<file path="src/rtl/mdio_controller_if.sv">
// MDIO management port bundle: request/frame inputs from the host side,
// serial MDC/MDIO lines and read-back results from the controller side.
interface mdio_controller_if;
   logic        mdio_start;
   logic [31:0] t_data;
   logic        mdio_in;
   logic        mdc;
   logic        mdio_oe;
   logic        mdio_out;
   logic [15:0] rd_data;
   logic        data_rdy;
   logic        busy;

   modport master (
      output mdio_start, t_data, mdio_in,
      input  mdc, mdio_oe, mdio_out, rd_data, data_rdy, busy
   );

   modport slave (
      input  mdio_start, t_data, mdio_in,
      output mdc, mdio_oe, mdio_out, rd_data, data_rdy, busy
   );
endinterface

</file>
<file path="src/rtl/mdio_controller.sv">
// MDIO (clause 22) frame engine: shifts a 32-bit frame out MSB first at CLK/2
// and, for reads, captures the 16-bit data phase from the PHY.
module mdio_controller (
   input logic              clk,
   input logic              rst,
   mdio_controller_if.slave bus
);

   typedef enum logic [1:0] {
      IDLE      = 2'd0,
      SHIFT_OUT = 2'd1,
      SHIFT_IN  = 2'd2,
      DONE      = 2'd3
   } state_t;

   state_t      state_q, state_d;
   logic [4:0]  cnt_q, cnt_d;
   logic [31:0] frame_q, frame_d;
   logic [15:0] shreg_q, shreg_d;
   logic [15:0] rd_data_q, rd_data_d;
   logic        mdc_q, mdc_d;
   logic        oe_q, oe_d;
   logic        out_q, out_d;
   logic        busy_q, busy_d;
   logic        rdy_q, rdy_d;

   logic [4:0]  cnt_inc_s;
   logic [15:0] shreg_in_s;
   logic        is_read_s;

   function automatic logic frame_ok(input logic [31:0] f);
      return (f[31:30] == 2'b01) && ((f[29:28] == 2'b01) || (f[29:28] == 2'b10));
   endfunction

   assign cnt_inc_s  = cnt_q + 5'd1;
   assign shreg_in_s = {shreg_q[14:0], bus.mdio_in};
   assign is_read_s  = (frame_q[29:28] == 2'b10);

   // State and output registers, all cleared asynchronously by rst.
   always_ff @(posedge clk or posedge rst) begin
      if (rst) begin
         state_q   <= IDLE;
         cnt_q     <= 5'd0;
         frame_q   <= 32'd0;
         shreg_q   <= 16'd0;
         rd_data_q <= 16'd0;
         mdc_q     <= 1'b0;
         oe_q      <= 1'b0;
         out_q     <= 1'b0;
         busy_q    <= 1'b0;
         rdy_q     <= 1'b0;
      end else begin
         state_q   <= state_d;
         cnt_q     <= cnt_d;
         frame_q   <= frame_d;
         shreg_q   <= shreg_d;
         rd_data_q <= rd_data_d;
         mdc_q     <= mdc_d;
         oe_q      <= oe_d;
         out_q     <= out_d;
         busy_q    <= busy_d;
         rdy_q     <= rdy_d;
      end
   end

   // Next-state and next-output logic; each bit is an MDC-low then MDC-high cycle.
   always_comb begin
      state_d   = state_q;
      cnt_d     = cnt_q;
      frame_d   = frame_q;
      shreg_d   = shreg_q;
      rd_data_d = rd_data_q;
      mdc_d     = mdc_q;
      oe_d      = oe_q;
      out_d     = out_q;
      busy_d    = busy_q;
      rdy_d     = 1'b0;

      case (state_q)
         IDLE: begin
            if (bus.mdio_start && frame_ok(bus.t_data)) begin
               state_d = SHIFT_OUT;
               frame_d = bus.t_data;
               cnt_d   = 5'd0;
               mdc_d   = 1'b0;
               oe_d    = 1'b1;
               out_d   = bus.t_data[31];
               busy_d  = 1'b1;
            end else begin
               state_d = IDLE;
            end
         end

         SHIFT_OUT: begin
            if (!mdc_q) begin
               mdc_d = 1'b1;
            end else if (cnt_q == 5'd31) begin
               state_d = DONE;
               mdc_d   = 1'b0;
               oe_d    = 1'b0;
               out_d   = 1'b0;
               busy_d  = 1'b0;
            end else begin
               mdc_d = 1'b0;
               cnt_d = cnt_inc_s;
               // A read releases the line after the first 16 bits (ST/OP/PHYAD/REGAD/TA).
               if (is_read_s && (cnt_q == 5'd15)) begin
                  state_d = SHIFT_IN;
                  oe_d    = 1'b0;
                  out_d   = 1'b0;
               end else begin
                  out_d = frame_q[5'd31 - cnt_inc_s];
               end
            end
         end

         SHIFT_IN: begin
            if (!mdc_q) begin
               mdc_d = 1'b1;
            end else begin
               mdc_d   = 1'b0;
               shreg_d = shreg_in_s;
               if (cnt_q == 5'd31) begin
                  state_d   = DONE;
                  busy_d    = 1'b0;
                  rd_data_d = shreg_in_s;
                  rdy_d     = 1'b1;
               end else begin
                  cnt_d = cnt_inc_s;
               end
            end
         end

         DONE: begin
            state_d = IDLE;
            cnt_d   = 5'd0;
         end

         default: begin
            state_d = IDLE;
         end
      endcase
   end

   assign bus.mdc      = mdc_q;
   assign bus.mdio_oe  = oe_q;
   assign bus.mdio_out = out_q;
   assign bus.busy     = busy_q;
   assign bus.rd_data  = rd_data_q;
   assign bus.data_rdy = rdy_q;

endmodule
</file>
<file path="src/flat_wrapper.sv">
// flat-port wrapper written by rule: the top's interface ports become plain ports
module mdio_controller_flat 
  (clk, rst, bus_mdio_start, bus_t_data, bus_mdio_in, bus_mdc, bus_mdio_oe, bus_mdio_out, bus_rd_data, bus_data_rdy, bus_busy);
  mdio_controller_if bus_i ();
  input logic clk;
  input logic rst;
  input wire logic [$bits(bus_i.mdio_start)-1:0] bus_mdio_start;
  input wire logic [$bits(bus_i.t_data)-1:0] bus_t_data;
  input wire logic [$bits(bus_i.mdio_in)-1:0] bus_mdio_in;
  output wire logic [$bits(bus_i.mdc)-1:0] bus_mdc;
  output wire logic [$bits(bus_i.mdio_oe)-1:0] bus_mdio_oe;
  output wire logic [$bits(bus_i.mdio_out)-1:0] bus_mdio_out;
  output wire logic [$bits(bus_i.rd_data)-1:0] bus_rd_data;
  output wire logic [$bits(bus_i.data_rdy)-1:0] bus_data_rdy;
  output wire logic [$bits(bus_i.busy)-1:0] bus_busy;
  assign bus_i.mdio_start = bus_mdio_start;
  assign bus_i.t_data = bus_t_data;
  assign bus_i.mdio_in = bus_mdio_in;
  assign bus_mdc = bus_i.mdc;
  assign bus_mdio_oe = bus_i.mdio_oe;
  assign bus_mdio_out = bus_i.mdio_out;
  assign bus_rd_data = bus_i.rd_data;
  assign bus_data_rdy = bus_i.data_rdy;
  assign bus_busy = bus_i.busy;
  mdio_controller u_core (.clk(clk), .rst(rst), .bus(bus_i));
endmodule
</file>
<file path="config.mk">
export PLATFORM = sky130hd
export DESIGN_NAME = mdio_controller_flat
export DESIGN_NICKNAME = d
export VERILOG_FILES = /design/src/rtl/mdio_controller_if.sv /design/src/rtl/mdio_controller.sv /design/src/flat_wrapper.sv
export SDC_FILE = /design/constraint.sdc
export NUM_CORES = 1
export LEC_CHECK = 0
export BUFFER_PORTS_ARGS = -buffer_cell sky130_fd_sc_hd__buf_2
export CAP_MARGIN = 20
export CORE_MARGIN = 3
export CORE_UTILIZATION = 48
export CTS_BUF_LIST = sky130_fd_sc_hd__clkbuf_16
export DETAILED_ROUTE_END_ITERATION = 12
export GPL_TIMING_DRIVEN = 0
export PLACE_DENSITY = 0.75
export SETUP_SLACK_MARGIN = 0.5
export SYNTH_ARGS = -nofsm -noshare
export SYNTH_HDL_FRONTEND = slang
export SYNTH_SLANG_ARGS = --single-unit
</file>
<file path="constraint.sdc">
create_clock -name clk -period 2.1 [get_ports clk]
set_input_delay 0 -clock clk [delete_from_list [all_inputs] [get_ports clk]]
set_output_delay 0 -clock clk [all_outputs]
set_load 0.01 [all_outputs]
</file>
Word-level counts from Yosys, hierarchy flattened
Cells that the tools add are included.

operators by class
  bitwise operators = 0
  div/mod/pow operators = 0
  $mul = 0
  shifts and indexed selects = 0
  reduce and logical (&&, ||, !) cells = 17
  eq/ne operators = 17
  mux-type cells = 32
  $lt $le $gt $ge = 1
  add/subtract/negate cells = 2

operators by type and width
  operator                                                number
  2-to-1 mux 1 bit                                        17
  2-to-1 mux 5 bit                                        3
  one-hot mux 5 bit (3 select lines)                      1
  inequality test 2 x 1 -> 1 bit (second input constant)  6
  AND reduction 4 bit                                     3
  2-to-1 mux 2 bit                                        5
  AND reduction 3 bit                                     3
  == test 2 bit (second input constant)                   4
  one-hot mux 1 bit (2 select lines)                      4
  one-hot mux 2 bit (4 select lines)                      1
  == test 2 x 1 -> 1 bit (second input constant)          3
  < comparator 5 x 6 -> 1 bit (second input constant)     1
  AND reduction 2 bit                                     3
  adder 5 x 1 -> 5 bit (second input constant)            1
  binary-select mux 1 bit (select 5 bit)                  1
  == test 5 x 4 -> 1 bit (second input constant)          1
  == test 5 bit (second input constant)                   1
  subtractor 5 bit (first input constant)                 1
  nonzero test 2 bit                                      2
  logical AND 1 bit                                       3
  inequality test 3 x 1 -> 1 bit (second input constant)  1
  zero test 2 bit                                         1
  inequality test 2 bit (second input constant)           1
  OR reduction 2 bit                                      1
  logical OR 1 bit                                        1

storage, ports and cells
  logic and storage cells = 79
  bits in read-only memories = 0
  latch bits = 0
  RAM bits = 0
  bits in registers = 75
  memories kept = 0
  bits of input ports = 36
  output and inout bits = 21

Longest topological paths before layout
Gate-level depths: netlist (run 1).

  word-level depth = 8
  mapped depth = 8
  depth with buffers taken out = 8

Worst setup path after synthesis (run 1)
OpenSTA, ideal clock, no wires.

  path type = flip-flop to flip-flop
  from = reg u_core.cnt_q[0]
  to = reg u_core.rd_data_q[0], in the netlist u_core.bus.rd_data[0]
  cell stages (with the launch flop) = 7
  period minus slack after synthesis = 2.128 ns
  slack = -0.028 ns
  buffers on the path = 1
  data required time = 1.975 ns
  arrival = 2.003 ns
  library setup time = 0.125 ns
  cell sequence = dfrtp_1 > ha_1 > and3_1 > ha_1 > nand3_1 > clkbuf_1 > mux2_2

between the ends
  cells in the longest elaborated chain, start to end = 2

ends and longest elaborated chain
  what                           RTL line                source
  start, declared                mdio_controller.sv:17   logic [4:0] cnt_q, cnt_d;
  start signal, assigned         mdio_controller.sv:54   cnt_q <= cnt_d;
  == test 5 bit                  mdio_controller.sv:123  if (cnt_q == 5'd31) begin
  AND reduction 3 bit (no line)  --
  end signal, assigned           mdio_controller.sv:57   rd_data_q <= rd_data_d;
  end, declared                  mdio_controller.sv:20   logic [15:0] rd_data_q, rd_data_d;

Every way passes these cells.
A chain may end at the register's enable or synchronous reset.

Final worst setup path (run 1)
  from = reg u_core.cnt_q[1]
  to = reg u_core.out_q, in the netlist u_core.bus.mdio_out

between the ends
  cells in the longest elaborated chain, start to end = 8
  elaborated cells on any way between the ends = 11
  those cells by class = 2 x add/sub; 2 x eq/ne; 6 x mux; 1 x reduce/logical

ends and longest elaborated chain
  what                                    RTL line                source
  adder 5 x 1 -> 5 bit                    mdio_controller.sv:35   assign cnt_inc_s = cnt_q + 5'd1;
  subtractor 5 bit                        mdio_controller.sv:112  out_d = frame_q[5'd31 - cnt_inc_s];
  binary-select mux 1 bit (select 5 bit)  mdio_controller.sv:112
  2-to-1 mux 1 bit (implied by the code)  mdio_controller.sv:112
  2-to-1 mux 1 bit                        mdio_controller.sv:107  if (is_read_s && (cnt_q == 5'd15)) begin
  2-to-1 mux 1 bit (*)                    mdio_controller.sv:97   end else if (cnt_q == 5'd31) begin
  2-to-1 mux 1 bit (*)                    mdio_controller.sv:95   if (!mdc_q) begin
  one-hot mux 1 bit (2 select lines) (*)  mdio_controller.sv:79   case (state_q)
  end signal, assigned                    mdio_controller.sv:60   out_q <= out_d;
  end, declared                           mdio_controller.sv:23   logic out_q, out_d;

Mark *: on every way between the ends. The rest lies on a longest branch, timed or not. The select of a mux whose other input is x is not followed.

==> impl_metrics.ini, run 1 <==
[placed_design]
place_ws_ns = -0.0533
place.detailed.hpwl_um = 4400
io_buffers = 56
globalplace.congestion = 0.815
place_area_um2 = 3920

[global_routing]
grt_pass1_vias = 2414
grt_pass1_wl_um = 11800
grt_max_degree = 41
antenna_found_initial = 0
overflow = 0
grt_usage_pct = 18.5

[routing]
drt_wl_total_um = 8120
initialDrtViolationCount = 128
routedWlPerCell_um = 17.6
final_antenna_net_count = 0
num_vias = 2470
viasPerCell = 5.36
drc_errors = 0
firstDrtPassIters = 4

[synth]
synth_area_leader_cell = dfrtp_1
yosys-top-cells-area = dfrtp_1 (56%), mux2_2 (20%), mux4_1 (4.7%)
synth_area_um2 = 3370
synthesis.nets = 277
synthCells = 234
synth_most_common_cell = dfrtp_1
synth_xor_area_share_pct = 1.00
synth_top_family_by_area = multiplexers
synth_flop_cell = dfrtp_1
synth_fa_ha_area_share_pct = 2.60
ys_seq_elements = 75
async_flop_share_pct = 100
synth_cell_types = 35
synth_compound_area_share_pct = 4.75
synth.top_cells.by_count = dfrtp_1 (75), mux2_2 (60), mux2i_1 (11)
synth_top_cell_area_share_pct = 55.7
synth-simple-area-share_pct = 4.53
seq_area_frac_synth_pct = 55.7
synth_mux_area_share_pct = 28.7
synth_warnings = 0
synth_edf_count = 0
syn_avg_cell_area_um2 = 14.4

[floorplan]
num_rows = 29
dieArea_um2 = 8060
core_region_area_um2 = 6570
boundaryPins = 57
die_w_um = 89.8
die-height_um = 89.8
start_util_pct = 51.3

[final_layout]
fin_nets = 406
final_cell_area_um2 = 4940
antennaDiodeCount = 0
area_growth_pct = 46.7
drive_gt1_share_pct = 54.9

[sta]
fin_skew_ns = 0.00483
rsz0062_at_grt = yes
finalSetupViolCount = 0
worst_pin_slew_ns = 0.809
period_share_pct = 98.0
timing_hold_violations_final = 0
setup_ws_ns = 0.0410
maxSlewHeadroom_pct = 45.9
whs_ns = 0.244
max_freq_mhz = 486
period_minus_slack_ns = 2.06
drv_slew = 0

[critical_path]
cp_common_cell = mux2i_4
crit_chain = ha_4 > buf_12 > buf_6 > mux4_2 > mux2i_4 > mux2i_4 > o2111ai_2 > o211ai_2
r2r-end = u_core.bus.mdio_out$_DFFE_PP0P_
required_ns = 2.31
crit_path_start = u_core.cnt_q[1]$_DFFE_PP0P_
reg2reg_depth = 8
critPathKind = register to register
cp_slowest_cell = dfrtp_1
crit_fanout = 8
worstSetupEndpoint = u_core.bus.mdio_out$_DFFE_PP0P_
start_kind = register
cpPeakStageDelay_ns = 0.42
timing.rr.start = u_core.cnt_q[1]$_DFFE_PP0P_
worstPathArrival_ns = 2.27
r2r_slack_ns = 0.04
cp-end-kind = register

[clocking]
clkTransAtPathRegs_ns = 0.06
tritoncts = built
numCtsBuffers = 9
ctsRootBufferMaster = clkbuf_16
cts.htree.levels = 3
clock-sinks = 75
clock_latency_ns = 0.33
cts_buffer_depth = 2

[min_path]
hold_class = input pin to register

[flow_run]
cap_violations = 0

[pwr]
p_leak_nw = 2.48
ir_worst_vdd_mv = 0.711
powerDensity_nw_per_um2 = 1140

[run_status]
status = complete, no violations
[cell families after synthesis]
group / Yosys count
xor+xnor: 3
flops: 75
simple gates: 29
fa+ha+maj: 7
compound gates: 22
buf+inv: 19
mux: 79
[what timing repair did]
item                       4_1_cts  5_1_grt
setup endpoints to repair       59       65
hold buffers                    31        0
hold endpoints to repair        67        0
gates resized for setup         18       32
setup buffers                   14       12
gates cloned                     2        2
pin swaps                        2        6
[state kept, by name, summed over array words and instances, names as in the netlist]
signal and flops:
u_core.bus.mdio_oe 1, u_core.bus.mdio_out 1, u_core.bus.data_rdy 1, u_core.bus.busy 1
u_core.bus.rd_data 16, u_core.bus.mdc 1, u_core.state_q 2, u_core.cnt_q 5
u_core.shreg_q 15, u_core.frame_q 32
[worst min-delay path by stage]
stage,start,to,slack [ns],depth (start not counted)
2_1_floorplan,bus_t_data[28],u_core.frame_q[29]$_DFFE_PP0P_,0.11,1
5_1_grt,bus_t_data[31],u_core.bus.mdio_out$_DFFE_PP0P_,0.25,4
3_5_place_dp,rst,u_core.bus.rd_data[5]$_DFFE_PP0P_,0.18,2
3_3_place_gp,bus_t_data[18],u_core.frame_q[18]$_DFFE_PP0P_,0.22,2
6_report,bus_t_data[31],u_core.bus.mdio_out$_DFFE_PP0P_,0.24,4
4_1_cts,bus_t_data[31],u_core.bus.mdio_out$_DFFE_PP0P_,0.22,4
[where the power goes]
group	internal [mW]	total, mW	switching [mW]
registers	1.75	1.96	0.217
logic	1.25	2.29	1.04
clock network	0.792	1.39	0.594
[cell usage in the layout, fill, tap and decap left out, types with 4 or more instances in the layout]
| cell type | Yosys | layout |
|---|---|---|
| buf_8 | 0 | 6 |
| clkbuf_16 | 0 | 12 |
| buf_2 | 4 | 56 |
| dfrtp_1 | 75 | 75 |
| buf_6 | 2 | 9 |
| o21ai_0 | 7 | 4 |
| inv_2 | 0 | 4 |
| inv_1 | 10 | 6 |
| mux2i_1 | 11 | 9 |
| mux4_2 | 0 | 4 |
| buf_4 | 0 | 18 |
| mux2_2 | 60 | 50 |
| clkinvlp_4 | 0 | 5 |
| mux2_4 | 0 | 12 |
| nand3_1 | 8 | 5 |
| dlygate4sd3_1 | 0 | 31 |
[layout make-up]
cell class                 instances  area (um2)
clock buffer                       9         225
buffer                             9         136
sequential                        75        1880
tap                               93         116
clock inverter                     7        46.3
timing repair buffer             118         928
fill                             375        1630
inverter                          10        41.3
multi-input combinational        140        1570
[routing by layer]
layer | vias to the layer above | track usage, % | share of wire [%]
li1 | 1111 | - | -
met1 | 1256 | 24.9 | 42
met2 | 85 | 29.2 | 51
met3 | 18 | 4.92 | 5.1
met4 | 0 | 6.64 | 1.8
met5 | - | 0 | 0
[worst max-delay path: cells and delay by family (launching register included)]
family                   cells  cell delay [ns]
flip-flops                   1             0.42
multiplexers                 3             0.63
adder cells (fa/ha/maj)      1             0.33
buffers and inverters        2             0.24
AO/OA/AOI/OAI                2             0.32
[stage by stage]
step / cells / power, mW / TNS [ns] / util, %
finish: 461 / 5.63 / 0 / 75.3
global placement: 383 / 3.45 / -0.0214 / 59.4
detailed placement: 384 / 3.50 / -0.0533 / 59.7
global route: 461 / 5.90 / -0.0247 / 75.3
floorplan: 234 / 3.14 / 0 / -
CTS: 447 / 5.20 / 0 / 71.7
No activity file was read; power rests on OpenSTA's default activity.
==> run 2, diff against run 1 <==
--- a/config.mk
+++ b/config.mk
@@ -12,7 +12,7 @@
 export CTS_BUF_LIST = sky130_fd_sc_hd__clkbuf_16
 export DETAILED_ROUTE_END_ITERATION = 12
 export GPL_TIMING_DRIVEN = 0
-export PLACE_DENSITY = 0.75
+export PLACE_DENSITY = 0.72
 export SETUP_SLACK_MARGIN = 0.5
 export SYNTH_ARGS = -nofsm -noshare
 export SYNTH_HDL_FRONTEND = slang
==> constraint.sdc (replaced) <==
create_clock -name clk -period 2.6 [get_ports clk]
set_input_delay 0 -clock clk [delete_from_list [all_inputs] [get_ports clk]]
set_output_delay 0 -clock clk [all_outputs]
set_load 0.01 [all_outputs]
==> impl_metrics.ini, run 2 (synthesized netlist as in run 1, its figures left out) <==
[run_status]
status = complete, no violations

[pwr]
ir_worst_vdd_mv = 0.584
powerDensity_nw_per_um2 = 988
p_leak_nw = 2.31
fin_total_pwr_mw = 4.55

[critical_path]
crit_fanout = 6
worstPathArrival_ns = 2.32
cp-end-kind = register
required_ns = 2.85
start_kind = register
critPathKind = register to register

[routing]
initialDrtViolationCount = 179
drc_errors = 0
firstDrtPassIters = 4
num_vias = 2246
drt_wl_total_um = 6780
routedWlPerCell_um = 15.4
viasPerCell = 5.09
final_antenna_net_count = 0

[global_routing]
grt_usage_pct = 17.9
grt_pass1_vias = 2340
antenna_found_initial = 0
grt_busiest_layer = met2
grt_pass1_wl_um = 11400
met3_usage_pct = 5.34
grt_use_met1_pct = 23.8
overflow = 0
grt_util_met2_pct = 28.2
grt_max_degree = 48

[final_layout]
fin_nets = 386
largest_register_ffs = 32
drive_gt1_share_pct = 46.8
final_cell_area_um2 = 4600
antennaDiodeCount = 0
multi_input_area_um2 = 1440
layout_commonest_cell = dfrtp_1
final-seq-area_um2 = 1880
layout_common_cells = dfrtp_1 (75), mux2_2 (60), buf_2 (60)
top_register = u_core.frame_q
area_growth_pct = 36.6
nFillCells = 438

[sta]
maxSlewHeadroom_pct = 63.3
period_minus_slack_ns = 2.07
max_freq_mhz = 483
worst_pin_slew_ns = 0.548
drv_slew = 0
rsz0062_at_grt = yes
timing_hold_violations_final = 0
fin_skew_ns = 0.00577
finalSetupViolCount = 0
setup_ws_ns = 0.531
setup_tns_ns = 0
period_share_pct = 79.6

[clocking]
clock_latency_ns = 0.33
tritoncts = built
ctsRootBufferMaster = clkbuf_16
numCtsBuffers = 9
cts_buffer_depth = 2
clock-sinks = 75
clkTransAtPathRegs_ns = 0.06
cts.htree.levels = 3

[placed_design]
globalplace.congestion = 0.775
place.detailed.hpwl_um = 4170
place_ws_ns = 0.308
place_area_um2 = 3800
io_buffers = 56

[floorplan]
die-height_um = 89.8
boundaryPins = 57
dieArea_um2 = 8060
core_region_area_um2 = 6570
die_w_um = 89.8
num_rows = 29
start_util_pct = 51.3

[min_path]
hold_class = input pin to register

[flow_run]
cap_violations = 0
-- run 2: metal layers --
layer,routed length [um],up-vias
li1,-,1065
met1,3110,1139
met2,3350,35
met3,230,7
met4,85,0
met5,0,-
-- run 2: final timing paths --
kind                                           startpoint                                 end  slack (ns)  depth (start not counted)
min in group asynchronous                             rst  u_core.bus.rd_data[11]$_DFFE_PP0P_        0.21                          3
max in group asynchronous                             rst       u_core.frame_q[5]$_DFFE_PP0P_        1.84                          4
min reg2reg                u_core.frame_q[30]$_DFFE_PP0P_      u_core.frame_q[30]$_DFFE_PP0P_        0.48                          1
max reg2reg                   u_core.cnt_q[0]$_DFFE_PP0P_     u_core.bus.mdio_out$_DFFE_PP0P_        0.53                          8
max                           u_core.cnt_q[0]$_DFFE_PP0P_     u_core.bus.mdio_out$_DFFE_PP0P_        0.53                          8
min                                        bus_t_data[31]     u_core.bus.mdio_out$_DFFE_PP0P_        0.20                          4
-- run 2: through the flow --
step	instances	util, %	hold WS (ns)
after global placement	383	57.3	0.225
after global routing	441	70.1	0.221
after detailed placement	384	57.8	0.0184
final	441	70.1	0.203
after floorplan	234	-	0.112
after CTS	435	68.9	0.200
-- run 2: timing repair --
| item | CTS | global route |
|---|---|---|
| endpoints found under the hold margin | 60 | 0 |
| pin swaps | 1 | 3 |
| buffers inserted | 4 | 6 |
| hold buffers | 31 | 0 |
| resized for setup | 8 | 14 |
| endpoints found under the setup margin | 13 | 14 |
-- run 2: critical path, stage by stage, from the launching register on --
cell and delay, ns:
dfrtp_1 0.42, ha_4 0.28, buf_12 0.14, buf_8 0.13, mux2i_1 0.12, mux4_2 0.51
nand3_2 0.11, o211ai_1 0.11, o211ai_2 0.17
-- run 2: where the power goes --
| group | internal (mW) | leakage (nW) | switching [mW] |
|---|---|---|---|
| registers | 1.41 | 1.00 | 0.155 |
| clock network | 1.02 | 0.176 | 0.458 |
| logic | 0.809 | 1.13 | 0.690 |
-- run 2: area by class of cell --
type,instances,area share [%]
well taps,93,2.53
inverters,10,0.870
clock buffers,9,4.90
plain buffers,9,1.44
clock inverters,7,2.86
multi-input cells,140,31.4
repair buffers,98,15.2
flip-flops and latches,75,40.8
==> run 3, diff against run 2 <==
--- a/config.mk
+++ b/config.mk
@@ -12,7 +12,7 @@
 export CTS_BUF_LIST = sky130_fd_sc_hd__clkbuf_16
 export DETAILED_ROUTE_END_ITERATION = 12
 export GPL_TIMING_DRIVEN = 0
-export PLACE_DENSITY = 0.72
+export PLACE_DENSITY = 0.75
 export SETUP_SLACK_MARGIN = 0.5
 export SYNTH_ARGS = -nofsm -noshare
 export SYNTH_HDL_FRONTEND = slang
==> constraint.sdc (replaced) <==
create_clock -name clk -period 1.9 [get_ports clk]
set_input_delay 0 -clock clk [delete_from_list [all_inputs] [get_ports clk]]
set_output_delay 0 -clock clk [all_outputs]
set_load 0.01 [all_outputs]
==> impl_metrics.ini, run 3 (synthesized netlist as in run 1, its figures left out) <==
[critical_path]
r2r_slack_ns = -0.24
cp_top_family = multiplexers
crit_fanout = 5
critPathKind = register to register
cp-end-kind = register
cpPeakStageDelay_ns = 0.42
crit_chain = ha_4 > clkbuf_16 > mux4_1 > mux2i_2 > mux2i_4 > o211ai_1 > o211ai_2
required_ns = 2.10
critical_path_buf_inv_count = 1
cp_slowest_cell = dfrtp_1
start_kind = register
worstPathArrival_ns = 2.34

[clocking]
clock-sinks = 75
tritoncts = built
cts.htree.levels = 3
clkTransAtPathRegs_ns = 0.06
cts_buffer_depth = 2
clock_latency_ns = 0.33
ctsRootBufferMaster = clkbuf_16
numCtsBuffers = 9

[floorplan]
die-height_um = 89.8
core_region_area_um2 = 6570
die_w_um = 89.8
dieArea_um2 = 8060
boundaryPins = 57
start_util_pct = 51.3
num_rows = 29

[min_path]
hold_class = input pin to register

[final_layout]
area_growth_pct = 57.1
antennaDiodeCount = 0
drive_gt1_share_pct = 58.4
utilization_pct = 80.6
top_register = u_core.frame_q
layout_common_cells = dfrtp_1 (75), mux2_4 (62), buf_2 (56)
largest_register_ffs = 32
layout_commonest_cell = dfrtp_1
fin_cells = 456
fin_nets = 401

[sta]
period_minus_slack_ns = 2.14
rsz0062_at_grt = yes
maxSlewHeadroom_pct = 39.8
drv_slew = 0
timing_hold_violations_final = 0
period_share_pct = 113
finalSetupViolCount = 1
worst_pin_slew_ns = 0.901
max_freq_mhz = 468
fin_skew_ns = 0.00796
setup_ws_ns = -0.238

[global_routing]
grt_pass1_vias = 2657
antenna_found_initial = 0
grt_usage_pct = 22.2
overflow = 0
grt_pass1_wl_um = 14100
grt_max_degree = 42

[placed_design]
globalplace.congestion = 0.816
dp_cells = 384
place.detailed.hpwl_um = 4400
io_buffers = 56

[pwr]
ir_worst_vdd_mv = 0.738
powerDensity_nw_per_um2 = 1280
p_leak_nw = 2.71
fin_total_pwr_mw = 6.79

[routing]
firstDrtPassIters = 4
routedWlPerCell_um = 20.0
drt_wl_total_um = 9100
initialDrtViolationCount = 92
viasPerCell = 5.29
drc_errors = 0
num_vias = 2413
final_antenna_net_count = 0

[run_status]
status = complete, but fails checks
violations = negative setup slack

[flow_run]
cap_violations = 0
==> run 3: cell count changes in the layout (fill, tap and decap cells not counted), sizes merged <==
cell | before | now
clkbuf | 12 | 13
clkinvlp | 0 | 5
bufinv | 4 | 0
inv | 11 | 10
buf | 73 | 87
==> run 3: report_power, final <==
group          total (mW)  switching, mW  leakage (nW)  internal, mW
Combinational        3.04           1.35          1.58          1.69
Clock                1.56          0.682         0.129         0.879
Sequential           2.19          0.263          1.00          1.93
Total                6.79           2.30          2.71          4.50
==> run 3: what timing repair did <==
action,in CTS,in global routing
pin swaps,8,6
hold buffers,31,0
gates resized for setup,92,24
endpoints found under the hold margin,72,0
setup buffers,16,2
setup endpoints to repair,68,74
cloned,6,1
==> run 3: area by class of cell <==
cell class	instances	area [um2]
multi-input cells	140	1880
flip-flops and latches	75	1880
fillers	321	1280
repair buffers	113	948
clock buffers	9	225
plain buffers	9	151
well taps	93	116
inverters	10	47.5
clock inverters	7	45.0
==> run 3: final timing paths <==
check / start / endpoint / depth (start not counted)
worst max-delay path: u_core.cnt_q[0]$_DFFE_PP0P_ / u_core.bus.mdio_out$_DFFE_PP0P_ / 7
worst min-delay path: bus_t_data[31] / u_core.bus.mdio_out$_DFFE_PP0P_ / 4
worst max register to register: u_core.cnt_q[0]$_DFFE_PP0P_ / u_core.bus.mdio_out$_DFFE_PP0P_ / 7
worst min register to register: u_core.frame_q[30]$_DFFE_PP0P_ / u_core.frame_q[30]$_DFFE_PP0P_ / 1
max in group asynchronous: rst / u_core.shreg_q[14]$_DFFE_PP0P_ / 4
min in group asynchronous: rst / u_core.frame_q[1]$_DFFE_PP0P_ / 3
==> run 3: per-stage QoR <==
step	hold WS (ns)	setup slack, ns	instance area (um2)	TNS [ns]
floorplan	0.108	-0.0320	3560	-0.0320
global placement	0.225	-0.221	3960	-0.221
detailed placement	0.225	-0.236	3980	-0.236
CTS	0.314	-0.120	5150	-0.120
global route	0.395	-0.281	5290	-0.281
finish	0.358	-0.238	5290	-0.238
==> run 3: worst register-to-register path, cell delays in order (launching register included) <==
cell,delay (ns)
dfrtp_1,0.42
ha_4,0.35
clkbuf_16,0.16
mux4_1,0.31
mux2i_2,0.24
mux2i_4,0.12
o211ai_1,0.30
o211ai_2,0.10
==> run 3: layer usage <==
layer  track usage (%)  share of wire, %  wire length (um)
met1              29.7                43              3950
met2              37.1                52              4710
met3              3.67               3.2               289
met4              7.15               1.7               155
met5                 0                 0                 0
